<file path="config.mk">
export PLATFORM = sky130hd
export DESIGN_NAME = uart_rx_ctrl_flat
export DESIGN_NICKNAME = d
export VERILOG_FILES = /design/src/rtl/uart_rx_ctrl_if.sv /design/src/rtl/uart_rx_ctrl.sv /design/src/flat_wrapper.sv
export SDC_FILE = /design/constraint.sdc
export NUM_CORES = 1
export LEC_CHECK = 0
export ABC_CLOCK_PERIOD_IN_PS = 2000
export BUFFER_PORTS_ARGS = -buffer_cell sky130_fd_sc_hd__buf_2
export CAP_MARGIN = 20
export CELL_PAD_IN_SITES_DETAIL_PLACEMENT = 0
export CELL_PAD_IN_SITES_GLOBAL_PLACEMENT = 2
export CORE_MARGIN = 4
export CORE_UTILIZATION = 30
export DETAILED_ROUTE_END_ITERATION = 10
export PLACE_DENSITY_LB_ADDON = 0.1
export SYNTH_ARGS = -nofsm -noshare
export SYNTH_HDL_FRONTEND = slang
export SYNTH_SLANG_ARGS = --single-unit
</file>
<file path="constraint.sdc">
create_clock -name i_clk -period 2 [get_ports i_clk]
set_clock_uncertainty 0.05 [all_clocks]
set_input_delay 0.1 -clock i_clk [delete_from_list [all_inputs] [get_ports i_clk]]
set_output_delay 0.1 -clock i_clk [all_outputs]
set_load 0.03 [all_outputs]
</file>
<file path="src/rtl/uart_rx_ctrl_if.sv">
// rtl/uart_rx_ctrl_if.sv - serial line inputs and host-side character outputs of the receiver
interface uart_rx_ctrl_if #(
  parameter int DATA_BITS = 8
) ();
  logic                 i_baud_tick;
  logic                 i_rx;
  logic                 i_rx_en;
  logic [DATA_BITS-1:0] o_data;
  logic                 o_valid;
  logic                 o_parity_err;
  logic                 o_frame_err;
  logic                 o_busy;

  // receiver side
  modport master (
    input  i_baud_tick, i_rx, i_rx_en,
    output o_data, o_valid, o_parity_err, o_frame_err, o_busy
  );

  // host / line-driver side
  modport slave (
    output i_baud_tick, i_rx, i_rx_en,
    input  o_data, o_valid, o_parity_err, o_frame_err, o_busy
  );
endinterface

</file>
<file path="src/rtl/uart_rx_ctrl.sv">
// rtl/uart_rx_ctrl.sv - oversampling UART receive sequencer with parity and stop-bit checking
module uart_rx_ctrl #(
  parameter int DATA_BITS  = 8,
  parameter int OVERSAMPLE = 16,
  parameter int PARITY_EN  = 0,
  parameter int PARITY_ODD = 0
) (
  input  logic            i_clk,
  input  logic            i_reset_n,
  uart_rx_ctrl_if.master  bus
);

  localparam int TW = $clog2(OVERSAMPLE);
  localparam int BW = $clog2(DATA_BITS);
  localparam logic [TW-1:0] T_HALF = TW'(OVERSAMPLE / 2 - 1);
  localparam logic [TW-1:0] T_LAST = TW'(OVERSAMPLE - 1);
  localparam logic [BW-1:0] B_LAST = BW'(DATA_BITS - 1);

  typedef enum logic [2:0] {
    S_IDLE,
    S_START,
    S_DATA,
    S_PARITY,
    S_STOP,
    S_RECOVER
  } state_t;

  state_t               state;
  logic                 rx_meta;
  logic                 rx_s;
  logic [TW-1:0]        tcnt;
  logic [BW-1:0]        bcnt;
  logic [DATA_BITS-1:0] shreg;
  logic                 par_err;
  logic                 at_last;

  // Full-bit sample point: one whole bit after the previous check
  assign at_last = (tcnt == T_LAST);

  // Two-flop synchroniser; resets to the idle (high) line level
  always_ff @(posedge i_clk or negedge i_reset_n) begin
    if (!i_reset_n) begin
      rx_meta <= 1'b1;
      rx_s    <= 1'b1;
    end else begin
      rx_meta <= bus.i_rx;
      rx_s    <= rx_meta;
    end
  end

  // Frame sequencer: start qualification, mid-bit sampling, checks and character delivery
  always_ff @(posedge i_clk or negedge i_reset_n) begin
    if (!i_reset_n) begin
      state            <= S_IDLE;
      tcnt             <= '0;
      bcnt             <= '0;
      shreg            <= '0;
      par_err          <= 1'b0;
      bus.o_data       <= '0;
      bus.o_valid      <= 1'b0;
      bus.o_parity_err <= 1'b0;
      bus.o_frame_err  <= 1'b0;
      bus.o_busy       <= 1'b0;
    end else begin
      bus.o_valid <= 1'b0;
      if (!bus.i_rx_en) begin
        // Abort: drop any partial character, host outputs keep their last values
        state      <= S_IDLE;
        tcnt       <= '0;
        bcnt       <= '0;
        bus.o_busy <= 1'b0;
      end else if (bus.i_baud_tick) begin
        case (state)
          S_IDLE: begin
            if (!rx_s) begin
              state      <= S_START;
              tcnt       <= '0;
              bus.o_busy <= 1'b1;
            end
          end
          S_START: begin
            if (tcnt == T_HALF) begin
              tcnt <= '0;
              if (!rx_s) begin
                state <= S_DATA;
                bcnt  <= '0;
              end else begin
                // Line went back high before mid start bit: treat as noise
                state      <= S_IDLE;
                bus.o_busy <= 1'b0;
              end
            end else begin
              tcnt <= tcnt + 1'b1;
            end
          end
          S_DATA: begin
            if (at_last) begin
              tcnt  <= '0;
              shreg <= {rx_s, shreg[DATA_BITS-1:1]};
              bcnt  <= bcnt + 1'b1;
              if (bcnt == B_LAST) begin
                state <= (PARITY_EN != 0) ? S_PARITY : S_STOP;
              end
            end else begin
              tcnt <= tcnt + 1'b1;
            end
          end
          S_PARITY: begin
            if (at_last) begin
              tcnt    <= '0;
              par_err <= (^shreg) ^ rx_s ^ (PARITY_ODD != 0);
              state   <= S_STOP;
            end else begin
              tcnt <= tcnt + 1'b1;
            end
          end
          S_STOP: begin
            if (at_last) begin
              tcnt             <= '0;
              bus.o_valid      <= 1'b1;
              bus.o_data       <= shreg;
              bus.o_parity_err <= (PARITY_EN != 0) && par_err;
              bus.o_frame_err  <= ~rx_s;
              if (rx_s) begin
                state      <= S_IDLE;
                bus.o_busy <= 1'b0;
              end else begin
                // Line still low (break): must see it high before a new start
                state <= S_RECOVER;
              end
            end else begin
              tcnt <= tcnt + 1'b1;
            end
          end
          S_RECOVER: begin
            if (rx_s) begin
              state      <= S_IDLE;
              tcnt       <= '0;
              bus.o_busy <= 1'b0;
            end
          end
          default: begin
            state      <= S_IDLE;
            tcnt       <= '0;
            bus.o_busy <= 1'b0;
          end
        endcase
      end
    end
  end

endmodule

</file>
<file path="src/flat_wrapper.sv">
// flat-port wrapper written by rule: the top's interface ports become plain ports
module uart_rx_ctrl_flat 
#(
  parameter int DATA_BITS  = 8,
  parameter int OVERSAMPLE = 16,
  parameter int PARITY_EN  = 0,
  parameter int PARITY_ODD = 0
)
  (i_clk, i_reset_n, bus_i_baud_tick, bus_i_rx, bus_i_rx_en, bus_o_data, bus_o_valid, bus_o_parity_err, bus_o_frame_err, bus_o_busy);
  uart_rx_ctrl_if #(.DATA_BITS(DATA_BITS)) bus_i ();
  input  logic i_clk;
  input  logic i_reset_n;
  input wire logic [$bits(bus_i.i_baud_tick)-1:0] bus_i_baud_tick;
  input wire logic [$bits(bus_i.i_rx)-1:0] bus_i_rx;
  input wire logic [$bits(bus_i.i_rx_en)-1:0] bus_i_rx_en;
  output wire logic [$bits(bus_i.o_data)-1:0] bus_o_data;
  output wire logic [$bits(bus_i.o_valid)-1:0] bus_o_valid;
  output wire logic [$bits(bus_i.o_parity_err)-1:0] bus_o_parity_err;
  output wire logic [$bits(bus_i.o_frame_err)-1:0] bus_o_frame_err;
  output wire logic [$bits(bus_i.o_busy)-1:0] bus_o_busy;
  assign bus_i.i_baud_tick = bus_i_baud_tick;
  assign bus_i.i_rx = bus_i_rx;
  assign bus_i.i_rx_en = bus_i_rx_en;
  assign bus_o_data = bus_i.o_data;
  assign bus_o_valid = bus_i.o_valid;
  assign bus_o_parity_err = bus_i.o_parity_err;
  assign bus_o_frame_err = bus_i.o_frame_err;
  assign bus_o_busy = bus_i.o_busy;
  uart_rx_ctrl #(.DATA_BITS(DATA_BITS), .OVERSAMPLE(OVERSAMPLE), .PARITY_EN(PARITY_EN), .PARITY_ODD(PARITY_ODD)) u_core (.i_clk(i_clk), .i_reset_n(i_reset_n), .bus(bus_i));
endmodule
</file>
== After elaboration in Yosys (flattened, before gate mapping) ==
Index checks and enable logic that the tools add are counted.

* Bitwise operators: 1
* $add $sub $neg: 2
* Reduce and logical (&&, ||, !) cells: 9
* Muxes and demuxes: 36
* Eq/ne operators: 19

{| class="wikitable"
|+ Operators by type and width
! operator !! count
|-
| 2-to-1 mux 3 bit || 15
|-
| 2-to-1 mux 4 bit || 6
|-
| inequality test 3 x 2 -> 1 bit, second input constant || 6
|-
| one-hot mux 3 bit (6 select lines) || 1
|-
| one-hot mux 4 bit (4 select lines) || 1
|-
| 2-to-1 mux 1 bit || 10
|-
| AND reduction 5 bit || 2
|-
| == test 3 bit, second input constant || 3
|-
| AND reduction 4 bit || 2
|-
| AND reduction 8 bit || 1
|-
| == test 3 x 2 -> 1 bit, second input constant || 2
|-
| inequality test 3 bit, second input constant || 2
|-
| one-hot mux 3 bit (2 select lines) || 1
|-
| one-hot mux 1 bit (5 select lines) || 1
|-
| adder 4 x 1 -> 4 bit, second input constant || 1
|-
| == test 4 x 3 -> 1 bit, second input constant || 1
|-
| == test 4 bit, second input constant || 1
|-
| inequality test 2 bit, second input constant || 2
|-
| adder 3 x 1 -> 3 bit, second input constant || 1
|-
| == test 3 x 1 -> 1 bit, second input constant || 1
|-
| zero test 3 bit || 1
|-
| inequality test 3 x 1 -> 1 bit, second input constant || 1
|-
| AND reduction 3 bit || 1
|-
| OR reduction 3 bit || 1
|-
| 3 further kinds || 3
|}

* Bits of input ports: 5
* Register bits: 31

== Depth between registers and ports, before layout ==
* Depth after elaboration: 6
* Gate-level depth with buffers: 7
* Depth with buffers taken out: 7

== Least setup slack after synthesis ==
Ideal clock, no wire load.

* Path kind: reg-to-reg
* Start point: reg u_core.rx_s
* End point: reg u_core.tcnt[2]
* Library setup time: 0.118 ns
* Stages on the path, launching flop included: 6
* Slack: 0.138 ns
* Required time: 1.832 ns
* Arrival time: 1.694 ns
* Path buffers: 1
* Path through: dfstp_2 > or4b_2 > a31oi_1 > buf_4 > nor4b_1 > a21o_1

* Longest elaborated chain between the ends: 2

{| class="wikitable"
|+ Ends and longest elaborated chain
! what !! line !! text
|-
| from (decl) || uart_rx_ctrl.sv:30 || <nowiki>logic rx_s;</nowiki>
|-
| from (signal assigned) || uart_rx_ctrl.sv:47 || <nowiki>rx_s <= rx_meta;</nowiki>
|-
| inequality test 3 x 2 -> 1 bit (no line) / inequality test 3 bit (equally long branches) || - ||
|-
| AND reduction 3 bit (no line) (*) || - ||
|-
| to (signal assigned) || uart_rx_ctrl.sv:93 || <nowiki>tcnt <= tcnt + 1'b1;</nowiki>
|-
| to (signal assigned) || uart_rx_ctrl.sv:105 || <nowiki>tcnt <= tcnt + 1'b1;</nowiki>
|-
| to (signal assigned) || uart_rx_ctrl.sv:114 || <nowiki>tcnt <= tcnt + 1'b1;</nowiki>
|-
| to (decl) || uart_rx_ctrl.sv:31 || <nowiki>logic [TW-1:0] tcnt;</nowiki>
|}

Every way passes the cells marked *; elsewhere a longest branch is shown, timed or not.
A chain may end at the register's enable or synchronous reset.

== Worst setup path in the final report ==
* Start point: reg u_core.state[0]
* End point: reg u_core.tcnt[2]

* Longest elaborated chain between the ends: 5

{| class="wikitable"
|+ Ends and longest elaborated chain
! what !! line !! text
|-
| from (decl) || uart_rx_ctrl.sv:28 || <nowiki>state_t state;</nowiki>
|-
| from (signal assigned) || uart_rx_ctrl.sv:102 || <nowiki>state <= (PARITY_EN != 0) ? S_PARITY : S_STOP;</nowiki>
|-
| == test 3 x 2 -> 1 bit / == test 3 bit (equally long branches) || uart_rx_ctrl.sv:73 || <nowiki>case (state)</nowiki>
|-
| OR reduction 3 bit (no line) || - ||
|-
| one-hot mux 4 bit (4 select lines) || uart_rx_ctrl.sv:73 ||
|-
| 2-to-1 mux 4 bit || uart_rx_ctrl.sv:72 || <nowiki>end else if (bus.i_baud_tick) begin</nowiki>
|-
| 2-to-1 mux 4 bit || uart_rx_ctrl.sv:66 || <nowiki>if (!bus.i_rx_en) begin</nowiki>
|}

Several ways; a longest one is shown, not always the timed one. The select of a mux whose other input is x is not followed.

==> qor.txt <==
Tcrit/Tclk final - 95.68%
Root Driver - clkbuf_8
Crit. End Element - register
ANT cells - 0
Count of pins over their slew limit - 0
Num CTS Buffers - 5
EDFF count, synth - 0
RD Place Congestion - 0.7192
Initial DRC Count - 99
Vias in the first global route - 1,143
Hold Crit Class - primary input to register
Power Dens Cells - 765.0 nW/µm²
Critical path depth in cells - 5
Worst R2R Path Depth - 5
Die area - 6238 µm²
RSZ-0062 raised after global routing - false
Final setup violation count - 0
Largest family of logic cells by synthesized area - simple AND/OR/NAND/NOR gates
Fin. Hold Viols - 0
Initial antenna violation count - 0
Detailed Route WL - 3232 µm
WHS - 104.2 ps
Mapped Area - 1511 µm²
Setup TNS - 0 ps
Cell count after synthesis - 135
Simple-gate portion of the synthesized area - 16.97%
Starting Density - 31.38%
XOR/XNOR share of the synthesized area - 0%
Share of cells above drive strength 1 - 37.20%
Worst relative slew slack - 53.98%
Critical Path Max Stage Delay - 680 ps
Area delta synth->final - 21.85%
Adder-Cell Fraction of Synth Area - 2.483%
Worst slew pin tran - 690.3 ps
Max Buffers Root-to-Sink - 2
Sequential fraction of the synthesis area - 51.49%
Total track usage - 11.57%
Crit-path cells - or4b_2 -> a31oi_1 -> buf_4 -> nor4b_1 -> a21o_1
Synth area leaders - dfrtp_1 48%, mux2_2 12%, nand2_1 3.7%
H-Tree Depth - 2
Critical path class - register to register
Max FO, Critical Path - 11
FILL cells - 499
Die span in y - 78.98 µm
R2r setup slk - 90 ps
Top Ports - 17
CP Capture Point - u_core.tcnt[2]
Synth Register Bits - 31
Placed Instance Area - 1707 µm²
Register Area - 778.2 µm²
Most used DFF post-synth - dfrtp_1
Peak supply drop - 0.0003558 V
Worst R2R Start - u_core.state[0]
Mux contribution to synthesized area - 14.57%
Yosys Warn Count - 0
Biggest area consumer among synthesized cells - dfrtp_1
CP Data Required Time - 2120 ps
WP buf/inv - 1
FF-to-FF End - u_core.tcnt[2]
Post-route DRC violation count - 0
Fmax - 522.6 MHz
Tmin final - 1914 ps
Critical path data arrival time - 2040 ps
Leakage power - 0.9065 nW
Post-DRT Antenna Nets - 0
CTS tree - yes
Worst skew pair latency - 280 ps
Syn Nets - 143
Async S/R FF share, synth - 100.0%
Final Util - 38.23%
Drt via density - 4.701
Max_cap viols - 0
First-pass GRT wire length - 5526 µm
Aggregate global routing overflow - 0
Status - finished, final reports clean
Core area - 4817 µm²
Port-buffer cells - 15
Dpl hpwl - 2241 µm
Crit-path slowest cell - or4b_2
Final Instance Area - 1842 µm²
Maximum number of pins on one net before global-route repair - 32
Vias - 1,086
Post-DR wirelength/cell - 13.99 µm
Compound-Gate Fraction of Synth Area - 9.189%
Library cells used by synthesis - 38
Layout Nets - 171
Clock Sinks - 31
Row cnt - 25
CP startpoint kind - register
CP Launch Point - u_core.state[0]
Post-synth top area share - 48.01%
DIE WIDTH - 78.98 µm
Family with the most delay on the worst path - simple AND/OR/NAND/NOR gates
Initial DRT Pass Iterations - 4
Reg clk slew, reported paths - 70 ps
Multi-input logic area - 659.4 µm²
Syn Area/Cell - 11.20 µm²
## tightest hold or removal path, cell delays in order
cell,delay (ps)
buf_2,140
o311ai_0,90
o31ai_1,70
## registers in the layout (all words and copies together) (netlist names)
register	count
u_core.bus.o_busy	1
u_core.state	3
u_core.shreg	8
u_core.bus.o_frame_err	1
u_core.bcnt	3
u_core.rx_meta	1
u_core.tcnt	4
u_core.rx_s	1
u_core.bus.o_valid	1
u_core.bus.o_data	8
## cell type report
type | instances | area share [%]
sequential | 31 | 42.26
inverter | 8 | 1.630
clock buffer | 5 | 3.736
clock inverter | 3 | 2.378
tap | 67 | 4.552
timing repair buffer | 28 | 9.647
multi-input combinational | 89 | 35.80
## cell usage in the layout (no fill, tap or decap), types with 4 or more instances in the layout
cell      Yosys  final
dfrtp_1      29     29
mux2_2       16     16
nand2_1      15     15
buf_2         4     15
buf_4         2     11
inv_1         8      8
nand3_1       7      7
nor2_1        7      6
clkbuf_8      0      5
mux2i_1       4      4
## repair_timing
item,in CTS,in global routing
hold buffers,2,0
endpoints found under the hold margin,30,0
setup endpoints to repair,0,3
setup buffers,0,0
gates resized for setup,0,1
## worst min-delay path by stage
| stage | from | end | cells after the start |
|---|---|---|---|
| 3_5_place_dp | i_reset_n | u_core.bcnt[1] | 1 |
| 2_1_floorplan | i_reset_n | u_core.bcnt[0] | 0 |
| 6_report | bus_i_rx_en | u_core.bus.o_busy | 3 |
| 5_1_grt | bus_i_rx_en | u_core.bus.o_busy | 3 |
| 4_1_cts | bus_i_rx_en | u_core.bus.o_busy | 3 |
| 3_3_place_gp | i_reset_n | u_core.tcnt[3] | 1 |
## cell usage after synthesis, types with 2 or more instances
cell type,count
ha_1,3
and4bb_2,2
nand3_1,7
dfstp_2,2
nor3_1,2
o21ai_0,3
buf_2,4
nor2_1,7
nand2_1,15
mux2_2,16
dfrtp_1,29
a21oi_1,3
nor2b_1,2
and3_2,2
nor4_1,2
mux2i_1,4
inv_1,8
buf_4,2
o31ai_1,3
## stage by stage
stage	power [mW]	setup slack [ps]	instances
6_report	1.409	86.37	231
5_1_grt	1.493	11.74	231
4_1_cts	1.436	87.62	231
3_5_place_dp	0.7998	112.3	221
3_3_place_gp	0.8009	106.8	221
2_1_floorplan	0.7462	137.8	135
## cells by family (layout without fill, tap and decap cells)
kind of cell | Yosys count | count (layout)
AND/OR/NAND/NOR | 45 | 45
flip-flops | 31 | 31
other | 1 | 1
AO/OA/AOI/OAI | 20 | 20
buffers and inverters | 15 | 44
adder cells (fa/ha/maj) | 3 | 3
multiplexers | 20 | 20
## layer usage
metal | track usage, % | vias up | routed length [µm]
met4 | 4.124 | 0 | 45
met5 | 0 | - | 0
met1 | 14.19 | 532 | 1462
met2 | 19.53 | 16 | 1599
met3 | 3.061 | 5 | 124
li1 | - | 533 | -
## power by group
part	switching (mW)	total [mW]	internal (mW)	leakage, nW
sequential	0.0144	0.655	0.640	0.419
clock	0.247	0.618	0.371	0.0581
combinational	0.0807	0.136	0.0558	0.429
No activity file was read; power rests on OpenSTA's default activity.
